`src/rtl/det3x3_seq_engine_pkg.sv`:
```
// Shared types and the cofactor-expansion step table for the 3x3 determinant engine.
package det3_pkg;

  typedef enum logic [1:0] {IDLE, LOAD, CALC, DONE} state_t;

  // Step / element index, 0..8.
  typedef logic [3:0] step_t;

  localparam int    NUM_ELEM = 9;
  localparam step_t LAST_IDX = 4'(NUM_ELEM - 1);
  // Operand-B select value that routes the minor register instead of an element.
  localparam step_t SEL_M    = 4'd9;

  typedef enum logic [1:0] {OP_LOAD, OP_ADD, OP_SUB} op_t;

  typedef struct packed {
    step_t a_sel;   // element index for operand A
    step_t b_sel;   // element index for operand B, or SEL_M
    logic  to_acc;  // 1 = update result register, 0 = update minor register
    op_t   op;
  } step_cfg_t;

  // Elements are a..i = 0..8. Three minors, each folded into the result:
  //   m=e*i; m-=f*h; acc=a*m; m=d*i; m-=f*g; acc-=b*m; m=d*h; m-=e*g; acc+=c*m
  function automatic step_cfg_t step_cfg(input step_t s);
    step_cfg_t c;
    case (s)
      4'd0:    c = '{a_sel: 4'd4, b_sel: 4'd8,  to_acc: 1'b0, op: OP_LOAD};
      4'd1:    c = '{a_sel: 4'd5, b_sel: 4'd7,  to_acc: 1'b0, op: OP_SUB};
      4'd2:    c = '{a_sel: 4'd0, b_sel: SEL_M, to_acc: 1'b1, op: OP_LOAD};
      4'd3:    c = '{a_sel: 4'd3, b_sel: 4'd8,  to_acc: 1'b0, op: OP_LOAD};
      4'd4:    c = '{a_sel: 4'd5, b_sel: 4'd6,  to_acc: 1'b0, op: OP_SUB};
      4'd5:    c = '{a_sel: 4'd1, b_sel: SEL_M, to_acc: 1'b1, op: OP_SUB};
      4'd6:    c = '{a_sel: 4'd3, b_sel: 4'd7,  to_acc: 1'b0, op: OP_LOAD};
      4'd7:    c = '{a_sel: 4'd4, b_sel: 4'd6,  to_acc: 1'b0, op: OP_SUB};
      4'd8:    c = '{a_sel: 4'd2, b_sel: SEL_M, to_acc: 1'b1, op: OP_ADD};
      default: c = '{a_sel: 4'd0, b_sel: 4'd0,  to_acc: 1'b0, op: OP_LOAD};
    endcase
    return c;
  endfunction

endpackage

```
`src/rtl/det3x3_seq_engine_mul_acc.sv`:
```
// Single shared multiplier feeding a minor register and a result accumulator.
// All arithmetic is modulo 2^DET_W, so one datapath serves signed and unsigned.
module det3_mul_acc
  import det3_pkg::*;
#(
  parameter int DET_W = 27
) (
  input  logic                             clk_i,
  input  logic                             rst_ni,
  input  logic                             en_i,
  input  step_t                            step_i,
  input  logic [NUM_ELEM-1:0][DET_W-1:0]   elem_i,
  output logic [DET_W-1:0]                 acc_d_o
);

  step_cfg_t        cfg;
  logic [DET_W-1:0] opa, opb, prod, tgt, res;
  logic [DET_W-1:0] m_q, m_d, acc_q, acc_d;

  // Decode the current step, multiply, and combine into the selected register.
  always_comb begin
    cfg  = step_cfg(step_i);
    opa  = elem_i[cfg.a_sel];
    opb  = (cfg.b_sel == SEL_M) ? m_q : elem_i[cfg.b_sel];
    prod = opa * opb;
    tgt  = cfg.to_acc ? acc_q : m_q;
    res  = prod;
    case (cfg.op)
      OP_ADD:  res = tgt + prod;
      OP_SUB:  res = tgt - prod;
      default: res = prod;
    endcase
    m_d   = m_q;
    acc_d = acc_q;
    if (en_i) begin
      if (cfg.to_acc) acc_d = res;
      else            m_d   = res;
    end
  end

  // Minor and result registers.
  always_ff @(posedge clk_i or negedge rst_ni) begin
    if (!rst_ni) begin
      m_q   <= '0;
      acc_q <= '0;
    end else begin
      m_q   <= m_d;
      acc_q <= acc_d;
    end
  end

  // The final step's sum is exposed so the top can register it alongside done.
  assign acc_d_o = acc_d;

endmodule

```
`src/rtl/det3x3_seq_engine.sv`:
```
// Fetches a row-major 3x3 matrix from word memory, then computes its
// determinant by cofactor expansion on one shared multiplier.
module det3x3_seq_engine
  import det3_pkg::*;
#(
  parameter int DW      = 8,
  parameter int AW      = 4,
  parameter int MEM_LAT = 0,
  parameter int DET_W   = 3*DW+3
) (
  input  logic             clk_i,
  input  logic             rst_ni,
  input  logic             start_i,
  input  logic             signed_mode_i,
  input  logic [AW-1:0]    start_addr_i,
  input  logic [DW-1:0]    mem_data_i,
  output logic [AW-1:0]    mem_addr_o,
  output logic             busy_o,
  output logic             done_o,
  output logic [DET_W-1:0] det_o
);

  if (DET_W < 3*DW+3) begin : g_bad_det_w
    $error("det3x3_seq_engine: DET_W must be at least 3*DW+3");
  end
  if (MEM_LAT != 0 && MEM_LAT != 1) begin : g_bad_mem_lat
    $error("det3x3_seq_engine: MEM_LAT must be 0 or 1");
  end

  state_t           state_q, state_d;
  step_t            step_q, issue_q, cap_q;
  logic [AW-1:0]    addr_q;
  logic             signed_q;
  logic [DET_W-1:0] det_q;
  logic             done_q;

  logic             accept, issue_v, cap_v, calc_en, finish;
  logic [DET_W-1:0] ext_data, acc_d;
  logic [NUM_ELEM-1:0][DET_W-1:0] elem_w;

  // An address goes out every LOAD cycle until all nine have been issued.
  assign issue_v = (state_q == LOAD) && (issue_q != 4'(NUM_ELEM));

  // Read data for an issued address arrives MEM_LAT cycles later.
  if (MEM_LAT == 0) begin : g_lat0
    assign cap_v = issue_v;
  end else begin : g_latn
    logic [MEM_LAT-1:0] lat_q;
    // Capture-valid delay line matching the memory read latency.
    always_ff @(posedge clk_i or negedge rst_ni) begin
      if (!rst_ni) lat_q <= '0;
      else         lat_q <= (lat_q << 1) | (MEM_LAT)'(issue_v);
    end
    assign cap_v = lat_q[MEM_LAT-1];
  end

  assign ext_data = signed_q ? {{(DET_W-DW){mem_data_i[DW-1]}}, mem_data_i}
                             : {{(DET_W-DW){1'b0}}, mem_data_i};

  // FSM state register.
  always_ff @(posedge clk_i or negedge rst_ni) begin
    if (!rst_ni) state_q <= IDLE;
    else         state_q <= state_d;
  end

  // Next state and control strobes; a start in DONE chains straight into LOAD.
  always_comb begin
    state_d = state_q;
    accept  = 1'b0;
    calc_en = 1'b0;
    finish  = 1'b0;
    case (state_q)
      IDLE: begin
        if (start_i) begin
          accept  = 1'b1;
          state_d = LOAD;
        end
      end
      LOAD: begin
        if (cap_v && cap_q == LAST_IDX) state_d = CALC;
      end
      CALC: begin
        calc_en = 1'b1;
        if (step_q == LAST_IDX) begin
          finish  = 1'b1;
          state_d = DONE;
        end
      end
      DONE: begin
        if (start_i) begin
          accept  = 1'b1;
          state_d = LOAD;
        end else begin
          state_d = IDLE;
        end
      end
      default: state_d = IDLE;
    endcase
  end

  // Address, counters and latched request fields.
  always_ff @(posedge clk_i or negedge rst_ni) begin
    if (!rst_ni) begin
      addr_q   <= '0;
      issue_q  <= '0;
      cap_q    <= '0;
      step_q   <= '0;
      signed_q <= 1'b0;
    end else if (accept) begin
      addr_q   <= start_addr_i;
      issue_q  <= '0;
      cap_q    <= '0;
      step_q   <= '0;
      signed_q <= signed_mode_i;
    end else begin
      if (issue_v) begin
        addr_q  <= addr_q + 1'b1;
        issue_q <= issue_q + 1'b1;
      end
      if (cap_v)   cap_q  <= cap_q + 1'b1;
      if (calc_en) step_q <= step_q + 1'b1;
    end
  end

  // Element registers a..i, each loaded when the capture index reaches it.
  for (genvar gi = 0; gi < NUM_ELEM; gi++) begin : g_elem
    logic [DET_W-1:0] e_q;
    // Capture the extended read word for element gi.
    always_ff @(posedge clk_i or negedge rst_ni) begin
      if (!rst_ni)                              e_q <= '0;
      else if (cap_v && cap_q == step_t'(gi))   e_q <= ext_data;
    end
    assign elem_w[gi] = e_q;
  end

  det3_mul_acc #(.DET_W(DET_W)) u_mul_acc (
    .clk_i   (clk_i),
    .rst_ni  (rst_ni),
    .en_i    (calc_en),
    .step_i  (step_q),
    .elem_i  (elem_w),
    .acc_d_o (acc_d)
  );

  // Result and done pulse update on the same edge as the final step.
  always_ff @(posedge clk_i or negedge rst_ni) begin
    if (!rst_ni) begin
      det_q  <= '0;
      done_q <= 1'b0;
    end else begin
      done_q <= finish;
      if (finish) det_q <= acc_d;
    end
  end

  assign mem_addr_o = addr_q;
  assign busy_o     = (state_q == LOAD) || (state_q == CALC);
  assign done_o     = done_q;
  assign det_o      = det_q;

endmodule

```
`config.mk`:
```
export PLATFORM = sky130hd
export DESIGN_NAME = det3x3_seq_engine
export DESIGN_NICKNAME = d
export VERILOG_FILES = /design/src/rtl/det3x3_seq_engine_pkg.sv /design/src/rtl/det3x3_seq_engine_mul_acc.sv /design/src/rtl/det3x3_seq_engine.sv
export SDC_FILE = /design/constraint.sdc
export NUM_CORES = 1
export LEC_CHECK = 0
export CAP_MARGIN = 40
export CORE_AREA = 3 3 227 229
export DETAILED_ROUTE_END_ITERATION = 16
export DIE_AREA = 0 0 230 232
export PLACE_DENSITY = 0.71
export SYNTH_ARGS = -nofsm -noshare
export SYNTH_HDL_FRONTEND = slang
export SYNTH_HIERARCHICAL = 1
export SYNTH_SLANG_ARGS = --single-unit
```
`constraint.sdc`:
```
create_clock -name clk_i -period 11 [get_ports clk_i]
set_clock_uncertainty 0.15 [all_clocks]
set_input_delay 2.75 -clock clk_i [delete_from_list [all_inputs] [get_ports clk_i]]
set_output_delay 2.75 -clock clk_i [all_outputs]
set_load 0.02 [all_outputs]
```
==> impl_metrics.json <==
{
  "status": "finished, final reports clean",
  "antenna_found_initial": 0,
  "path_max_fanout": 20,
  "core_region_area_um2": 49860,
  "die_x_um": 230,
  "die-area_um2": 53360,
  "wl_per_cell_um": 20.90,
  "cts_buffers": 17,
  "avgSynthCellArea_um2": 8.525,
  "diodes": 0,
  "yosysSeqAreaShare_pct": 18.43,
  "yosysUniqueCellTypes": 97,
  "grt_overflow": 0,
  "ys_warn_count": 6,
  "grt_max_degree": 63,
  "maxCapViolCount": 0,
  "cp_top_family": "adder cells",
  "root_buffer": "clkbuf_16",
  "fin_nets": 3418,
  "critical_path.endpoint_type": "flip-flop",
  "crit_top_cell": "fa_1",
  "gr-usage-all-layers_pct": 28.63,
  "setup_viol": 0,
  "finalSetupTns_ns": 0,
  "worstMarginPinSlew_ns": 0.8732,
  "area_growth_pct": 11.76,
  "clk_pin_slew_worst_paths_ns": 0.07,
  "cts.sinks": 182,
  "cts_hold_buf": 0,
  "cts-htree-levels": 4,
  "fmax_mhz": 94.49,
  "wirelength_mm": 76.50,
  "final_cell_mix": "550 x nand2_1, 407 x inv_1, 281 x fa_1",
  "ys_ff_latch": 182,
  "crit_path_start_kind": "flip-flop",
  "portBuffers": 48,
  "min_period_ns": 10.58,
  "clock_latency_ns": 0.45,
  "fin_crit_sh_pct": 96.21,
  "design.portCount": 49,
  "gp_congestion": 1.003,
  "grt_pass1_wl_mm": 119.5,
  "worstPathRequired_ns": 11.19,
  "cp_data_arrival_time_ns": 10.77,
  "die_y_um": 232,
  "vias": 21100,
  "slowest_delay_ns": 0.59,
  "drt-pass1-iter-count": 5,
  "hold_violations": 0,
  "dr.first_iter.drc_count": 2070,
  "hpwlAfterDp_mm": 60.45,
  "crit_buf_inv": 8,
  "drcViolationCount": 0,
  "synthArstFlopShare_pct": 100.0,
  "criticalPathCategory": "reg2reg",
  "final_common_cell": "nand2_1",
  "finalCoreUtilization_pct": 55.39,
  "synthFlopType": "dfrtp_1",
  "n_fill_cell": 4548,
  "vias_per_cell": 5.764,
  "grt_pass1_vias": 21210,
  "cts_tree": "done",
  "initial_core_util_pct": 49.56,
  "num_rows": 82,
  "drive_gt1_share_pct": 14.02,
  "crit_path_top_delay_cell": "fa_1",
  "min_path_type": "reg2reg",
  "cts_max_path_buffers": 2,
  "slew_headroom_pct": 41.78,
  "syn_nets": 3340,
  "synth-edff-count": 0,
  "finalMaxSlewViolations": 0,
  "synth_cells": 2899,
  "final_antenna_net_count": 0,
  "syn-cell-area_um2": 24710
}
## repair_timing
item                                    in CTS  in global routing
gates cloned                                 0                  4
resized for setup                            4                 83
pin swaps                                    0                 19
buffers inserted                             0                 22
endpoints found under the setup margin       5                 22
## per-layer routing
metal	up-vias	track usage (%)	part of all wire, %
met1	10490	39.57	42
met4	0	8.106	2.9
li1	9526	-	-
met2	968	46.68	46
met5	-	0	0
met3	121	4.882	8.5
## cells by family (layout without fill, tap and decap cells)
family                   after synthesis  after routing  synth area share (%)
XOR/XNOR                             106            106                 4.263
adder cells (fa/ha/maj)              425            425                 30.05
AO/OA/AOI/OAI                        385            385                 10.35
buffers and inverters                554            643                 9.204
multiplexers                         162            162                 8.652
AND/OR/NAND/NOR                     1085           1086                 19.05
flip-flops                           182            182                 18.43
## cells in the mapped netlist, types with 17 or more instances
cell type	number	area share [%]
a211oi_1	18	0.55
o21ai_0	111	2.2
and2_1	34	0.86
and3_1	32	0.81
nor3_1	17	0.34
fa_1	281	23
xnor2_1	62	2.2
buf_2	32	0.65
a21o_1	18	0.55
nand3_1	109	2.2
ha_1	144	7.3
xor2_1	35	1.2
a21oi_1	89	1.8
nor2_1	251	3.8
inv_1	407	6.2
mux2_2	92	4.2
nand2_1	554	8.4
nand2b_1	24	0.61
dfrtp_1	182	18
clkbuf_1	81	1.2
mux2i_1	32	1.3
mux4_2	25	2.3
a31oi_1	19	0.48
## worst reg2reg max path, delay by kind of cell (launching register included)
kind	cells	cell delay (ns)
DFF	1	0.37
AOI/OAI and AO/OA	9	1.32
and+or+nand+nor	12	1.73
muxes	1	0.56
buffers and inverters	8	0.88
adders and majority gates	10	4.60
xor gates and xnor gates	5	0.90
## registers in the layout, indices dropped and copies added (netlist names), 4 cells and up
| name | count |
|---|---|
| g_elem.e_q | 81 |
| issue_q | 4 |
| mem_addr_o | 4 |
| step_q | 4 |
| u_mul_acc/m_q | 27 |
| det_o | 27 |
| u_mul_acc/acc_q | 27 |
| cap_q | 4 |
## worst paths after layout
path / slack (ns) / to / startpoint / depth (start not counted)
max: 0.42 / det_o[26] / step_q[1] / 45
min reg2reg: 0.33 / det_o[2] / det_o[2] / 2
max reg2reg: 0.42 / det_o[26] / step_q[1] / 45
min in group asynchronous: 2.13 / det_o[15] / rst_ni / 1
min: 0.33 / det_o[2] / det_o[2] / 2
max in group asynchronous: 7.30 / step_q[2] / rst_ni / 2
## per-stage QoR
step / area (um2) / hold slack, ns / cells / setup WS (ns)
6_report: 27620 / 0.3277 / 3661 / 0.4170
5_1_grt: 27620 / 0.3532 / 3661 / -0.05578
4_1_cts: 27040 / 0.3301 / 3635 / 0.0006564
3_5_place_dp: 26470 / 0.3115 / 3604 / -0.09603
3_3_place_gp: 26390 / 0.3090 / 3601 / 0.1086
2_1_floorplan: 24710 / 0.3174 / 2899 / 0.3890
## layout make-up
class                           count  area (um2)  share of cell area [%]
Clock inverter                     10       100.1                  0.3624
Inverter                          411        1543                   5.586
Clock buffer                       21       450.4                   1.631
Tap cell                          672       840.8                   3.044
Sequential cell                   182        4556                   16.49
Multi-Input combinational cell   2164       18240                   66.04
Timing Repair Buffer              201        1891                   6.845
Power is not shown: default switching activity piles up to over one toggle a cycle in this logic, so the estimate is an artifact.
